## src/rtl/rstmgr_pwr_seq.sv

```systemverilog
// Reset sequencer: turns per-domain lifecycle/system reset requests into ordered,
// release-stretched source resets and keeps sticky per-domain reset-cause flags.
module rstmgr_pwr_seq #(
  parameter int unsigned PowerDomains = 2,
  parameter int unsigned RelCycles    = 4
) (
  input  logic                    clk_i,
  input  logic                    rst_i,
  input  logic [PowerDomains-1:0] rst_lc_req_i,
  input  logic [PowerDomains-1:0] rst_sys_req_i,
  input  logic [1:0]              reset_cause_i,
  input  logic                    cause_clr_i,
  output logic [PowerDomains-1:0] rst_lc_src_n_o,
  output logic [PowerDomains-1:0] rst_sys_src_n_o,
  output logic [PowerDomains-1:0] cause_hw_o,
  output logic [PowerDomains-1:0] cause_lp_o,
  output logic                    seq_busy_o
);

  localparam int unsigned     CntW        = $clog2(RelCycles + 1);
  localparam logic [CntW-1:0] CntLast     = CntW'(RelCycles - 1);
  localparam logic [1:0]      CauseLowPwr = 2'd1;
  localparam logic [1:0]      CauseHwReq  = 2'd2;

  typedef enum logic [1:0] {
    TreeAsserted = 2'd0,
    TreeStretch  = 2'd1,
    TreeReleased = 2'd2
  } tree_state_e;

  typedef struct packed {
    tree_state_e     state;
    logic [CntW-1:0] cnt;
  } tree_t;

  localparam tree_t TreeReset = '{state: TreeAsserted, cnt: '0};

  tree_t lc_q  [PowerDomains];
  tree_t lc_d  [PowerDomains];
  tree_t sys_q [PowerDomains];
  tree_t sys_d [PowerDomains];

  logic [PowerDomains-1:0] lc_released;
  logic [PowerDomains-1:0] lc_perm;
  logic [PowerDomains-1:0] sys_req_eff;
  logic [PowerDomains-1:0] lc_enter;
  logic [PowerDomains-1:0] sys_enter;
  logic [PowerDomains-1:0] set_hw;
  logic [PowerDomains-1:0] set_lp;

  // A request always wins; permission only gates leaving ASSERTED and staying in STRETCH.
  function automatic tree_t tree_next(tree_t cur, logic req, logic perm);
    tree_t nxt;
    nxt = cur;
    if (req) begin
      nxt = TreeReset;
    end else begin
      case (cur.state)
        TreeAsserted: begin
          if (perm) nxt = '{state: TreeStretch, cnt: '0};
        end
        TreeStretch: begin
          if (!perm)                 nxt = TreeReset;
          else if (cur.cnt == CntLast) nxt = '{state: TreeReleased, cnt: '0};
          else                       nxt.cnt = cur.cnt + CntW'(1);
        end
        TreeReleased: nxt = cur;
        default:      nxt = TreeReset;
      endcase
    end
    return nxt;
  endfunction

  // NOTE: every always_comb output gets a default before any conditional
  // assignment so no path leaves it unassigned and no latch is inferred.
  always_comb begin
    lc_released = '0;
    for (int i = 0; i < PowerDomains; i++) begin
      lc_released[i] = (lc_q[i].state == TreeReleased);
    end
  end

  always_comb begin
    lc_perm     = '0;
    sys_req_eff = '0;
    for (int i = 0; i < PowerDomains; i++) begin
      lc_perm[i]     = (i == 0) ? 1'b1 : lc_released[0];
      sys_req_eff[i] = rst_sys_req_i[i] | rst_lc_req_i[i] | ~lc_released[i];
    end
  end

  always_comb begin
    for (int i = 0; i < PowerDomains; i++) begin
      lc_d[i]      = tree_next(lc_q[i], rst_lc_req_i[i], lc_perm[i]);
      sys_d[i]     = tree_next(sys_q[i], sys_req_eff[i], 1'b1);
      lc_enter[i]  = (lc_q[i].state != TreeAsserted) && (lc_d[i].state == TreeAsserted);
      sys_enter[i] = (sys_q[i].state != TreeAsserted) && (sys_d[i].state == TreeAsserted);
    end
  end

  assign set_hw = (lc_enter | sys_enter) & {PowerDomains{reset_cause_i == CauseHwReq}};
  assign set_lp = (lc_enter | sys_enter) & {PowerDomains{reset_cause_i == CauseLowPwr}};

  // NOTE: state registers use non-blocking assignments so every flop samples
  // the pre-edge values regardless of statement order.
  always_ff @(posedge clk_i or posedge rst_i) begin
    if (rst_i) begin
      for (int i = 0; i < PowerDomains; i++) begin
        lc_q[i]  <= TreeReset;
        sys_q[i] <= TreeReset;
      end
      cause_hw_o <= '0;
      cause_lp_o <= '0;
    end else begin
      for (int i = 0; i < PowerDomains; i++) begin
        lc_q[i]  <= lc_d[i];
        sys_q[i] <= sys_d[i];
      end
      // A set in the same cycle as a clear must survive the clear.
      cause_hw_o <= (cause_hw_o & ~{PowerDomains{cause_clr_i}}) | set_hw;
      cause_lp_o <= (cause_lp_o & ~{PowerDomains{cause_clr_i}}) | set_lp;
    end
  end

  // Outputs decode state flops only, so inputs never reach them combinationally.
  always_comb begin
    rst_lc_src_n_o  = '0;
    rst_sys_src_n_o = '0;
    seq_busy_o      = 1'b0;
    for (int i = 0; i < PowerDomains; i++) begin
      rst_lc_src_n_o[i]  = (lc_q[i].state == TreeReleased);
      rst_sys_src_n_o[i] = (sys_q[i].state == TreeReleased);
      seq_busy_o = seq_busy_o | (lc_q[i].state == TreeStretch) | (sys_q[i].state == TreeStretch);
    end
  end

endmodule

```

## config.mk

```make
export PLATFORM = sky130hd
export DESIGN_NAME = rstmgr_pwr_seq
export DESIGN_NICKNAME = d
export VERILOG_FILES = /design/src/rtl/rstmgr_pwr_seq.sv
export SDC_FILE = /design/constraint.sdc
export NUM_CORES = 1
export LEC_CHECK = 0
export ABC_CLOCK_PERIOD_IN_PS = 2000
export BUFFER_PORTS_ARGS = -buffer_cell sky130_fd_sc_hd__clkbuf_2
export CORE_ASPECT_RATIO = 0.7
export CORE_MARGIN = 2
export CORE_UTILIZATION = 54
export DETAILED_ROUTE_END_ITERATION = 16
export GPL_TIMING_DRIVEN = 0
export PLACE_DENSITY = 0.77
export REMOVE_ABC_BUFFERS = 1
export SETUP_SLACK_MARGIN = 0.15
export SYNTH_ARGS = -nofsm -noshare
export SYNTH_HDL_FRONTEND = slang
export SYNTH_SLANG_ARGS = --single-unit
```

## constraint.sdc

```tcl
create_clock -name clk_i -period 2 [get_ports clk_i]
set_input_delay 0.3 -clock clk_i [delete_from_list [all_inputs] [get_ports clk_i]]
set_output_delay 0.3 -clock clk_i [all_outputs]
set_load 0.005 [all_outputs]
```

==> flow_metrics.tcl <==
set metrics [dict create \
    status "completed" \
    drc 0 \
    min_period_ps 1680 \
    antennaDiodeCount 0 \
    antenna_found_initial 0 \
    internal-power_w 0.000579 \
    finalSetupViolCount 0 \
    synth_xor_area_share_pct 0 \
    layout_common_cells "24 x dfrtp_1, 22 x nor2_1, 17 x clkbuf_2" \
    hold_buffers 0 \
    drtAntennaViolNets 0 \
    crit_arrival_ps 1890 \
    dieArea_um2 2530 \
    crit_fanout 8 \
    clockBufferDepth 2 \
    synth_mux_area_share_pct 0 \
    fin_skew_ps 1.69 \
    p_comb_share_pct 6.0 \
    hp-class "input pin to asynchronous set/reset pin" \
    clk_latency_ps 310 \
    cp.required_ps 2210 \
    maxUsedRoutingLayer "met4" \
    reg2reg_to "cause_lp_o[1]$_DFF_PP0_" \
    cts_setup_buffers 0 \
    synth-simple-area-share_pct 23.9 \
    fmax_mhz 595 \
    slew_viol_final 0 \
    crit_type "flop to flop" \
    grt_pass1_vias 858 \
    drive_gt1_share_pct 17.0 \
    wl_met3_um 106 \
    syn_area_per_cell_um2 9.93 \
    syn_area_um2 1150 \
    die-height_um 42.7 \
    synth.distinct_cells 26 \
    ys_warn_count 0 \
    cts_root_buf "clkbuf_4" \
    power_density_nw_per_um2 582 \
    coreArea_um2 1940 \
    wirelength_met1_mm 1.04 \
    vias_per_cell 5.90 \
    drtIter0Drc 27 \
    rows 13 \
    wl_met2_um 960 \
    vias 926 \
    max_slew.worst_pin.slew_ps 886 \
    nets 150 \
    ys_top_cells_by_area "dfrtp_1 52%, nor2_1 7.2%, nor2b_1 4.9%" \
    n_fill_cell 163 \
    synthAdderAreaFrac_pct 6.19 \
    cts_sinks 24 \
    syn_to_final_growth_pct 11.6 \
    wl_mm 2.15 \
    synth_cells 116 \
    initial_core_util_pct 59.5 \
    wire_per_inst_um 13.7 \
    rsz0062_at_grt "no" \
    post-route-util_pct 66.5 \
    io_pins 18 \
    p_seq_share_pct 66.1 \
    slew_headroom_pct 40.9 \
    switchingPower_w 0.000170 \
    port-buffer-count 17 \
    die_x_um 59.2 \
    cts_tree "built" \
    p_clk_share_pct 27.9 \
    grt_pass1_wl_mm 3.77 \
    gr-total-overflow 0 \
    vdd_drop_max_v 0.000356 \
    r2r-start "lc_q[3]$_DFF_PP0_" \
    start_kind "flop" \
    place_hpwl_mm 1.66 \
    ys_seq_area_share_pct 52.1 \
    groute.usage.overall_pct 20.2 \
    h-tree-depth 1 \
    synth_compound_area_share_pct 14.8 \
    netlist.area_leader.share_pct 52.1 \
    cts_buffers 3 \
    swShare_pct 22.7 \
    synth_top_cell_by_area "dfrtp_1" \
    place.gp.congestion 0.812 \
    cts_resized 0 \
    r2r_cells 4 \
    multi_input_area_um2 520 \
    fin_setup_tns_ps 0 \
    fin_crit_sh_pct 84.0 \
    drv_cap 0 \
    synth_seq_cells 24 \
    grt_max_degree 25 \
    regArea_um2 601 \
    r2r_slack_ps 320 \
    clkTransAtPathRegs_ps 120 \
    drtPass1Iterations 4 \
    synth_top_family_by_area "simple AND/OR/NAND/NOR gates" \
    final_common_cell "dfrtp_1" \
    worst_setup_path_end_kind "flop" \
    hold_viol_final 0 \
    p_leak_nw 0.644 \
]
## cell families (layout without fill, tap and decap cells)
logic type,after synthesis,count (layout)
simple gates,51,51
buf+inv,9,28
fa+ha+maj,6,6
compound gates,26,26
flops,24,24
## through the flow
step	hold WS, ps	cell area [µm²]	std cells	setup slack [ps]	total power, W
floorplan	315	1150	115	367	0.000528
global placement	476	1260	154	233	0.000548
detailed placement	487	1260	154	220	0.000550
CTS	162	1280	157	233	0.000754
global route	213	1290	157	230	0.000783
finish	135	1290	157	319	0.000749
## per-layer routing
metal | up-vias | GRT usage (%)
met5 | - | 0
met4 | 0 | 6.82
li1 | 450 | -
met2 | 20 | 30.1
met3 | 7 | 6.40
met1 | 449 | 27.6
## how the worst max path moves through the flow
stage | slack, ps | from | endpoint
after floorplan | 370 | lc_q[3]$_DFF_PP0_ | cause_lp_o[1]$_DFF_PP0_
after global placement | 230 | rst_lc_req_i[1] | cause_lp_o[1]$_DFF_PP0_
after detailed placement | 220 | rst_lc_req_i[1] | cause_lp_o[1]$_DFF_PP0_
after CTS | 230 | lc_q[3]$_DFF_PP0_ | cause_lp_o[1]$_DFF_PP0_
after global routing | 230 | lc_q[3]$_DFF_PP0_ | cause_hw_o[1]$_DFF_PP0_
final | 320 | lc_q[3]$_DFF_PP0_ | cause_lp_o[1]$_DFF_PP0_
## power by group through the flow
stage          clock (W)  sequential, W  combinational (W)
5_1_grt         0.000234       0.000496          0.0000523
2_1_floorplan          0       0.000504          0.0000239
3_5_place_dp           0       0.000505          0.0000457
4_1_cts         0.000212       0.000495          0.0000459
3_3_place_gp           0       0.000504          0.0000441
6_report        0.000209       0.000495          0.0000447
## worst max-delay path: stages, from the launching register on
cell	delay, ps
dfrtp_1	480
or4b_4	590
maj3_2	330
nor2_2	100
o22ai_1	70
## cell usage after synthesis
master	number
dfrtp_1	24
nor2_1	22
a21oi_1	9
nor2b_1	9
inv_1	8
nand2b_1	7
a22oi_1	4
ha_1	4
nor3_1	4
nor3b_1	4
o22ai_1	4
a211oi_1	3
a2111o_1	1
a2111oi_0	1
a31oi_1	1
and3b_1	1
clkbuf_2	1
maj3_1	1
maj3_2	1
nand4bb_1	1
nor2_2	1
o2111ai_1	1
o21ai_0	1
o31ai_1	1
or3_1	1
or4b_1	1
## sequential cells by signal, summed over array words and instances (netlist names)
name        cells
cause_hw_o      2
cause_lp_o      2
lc_q           10
sys_q          10
## cell type report
class,count,area share (%)
Inverter,8,2.33
Multi-Input combinational cell,83,40.5
Clock buffer,3,1.75
Tap cell,22,2.14
Sequential cell,24,46.7
Timing Repair Buffer,17,6.61
(Power assumes the default switching activity.)
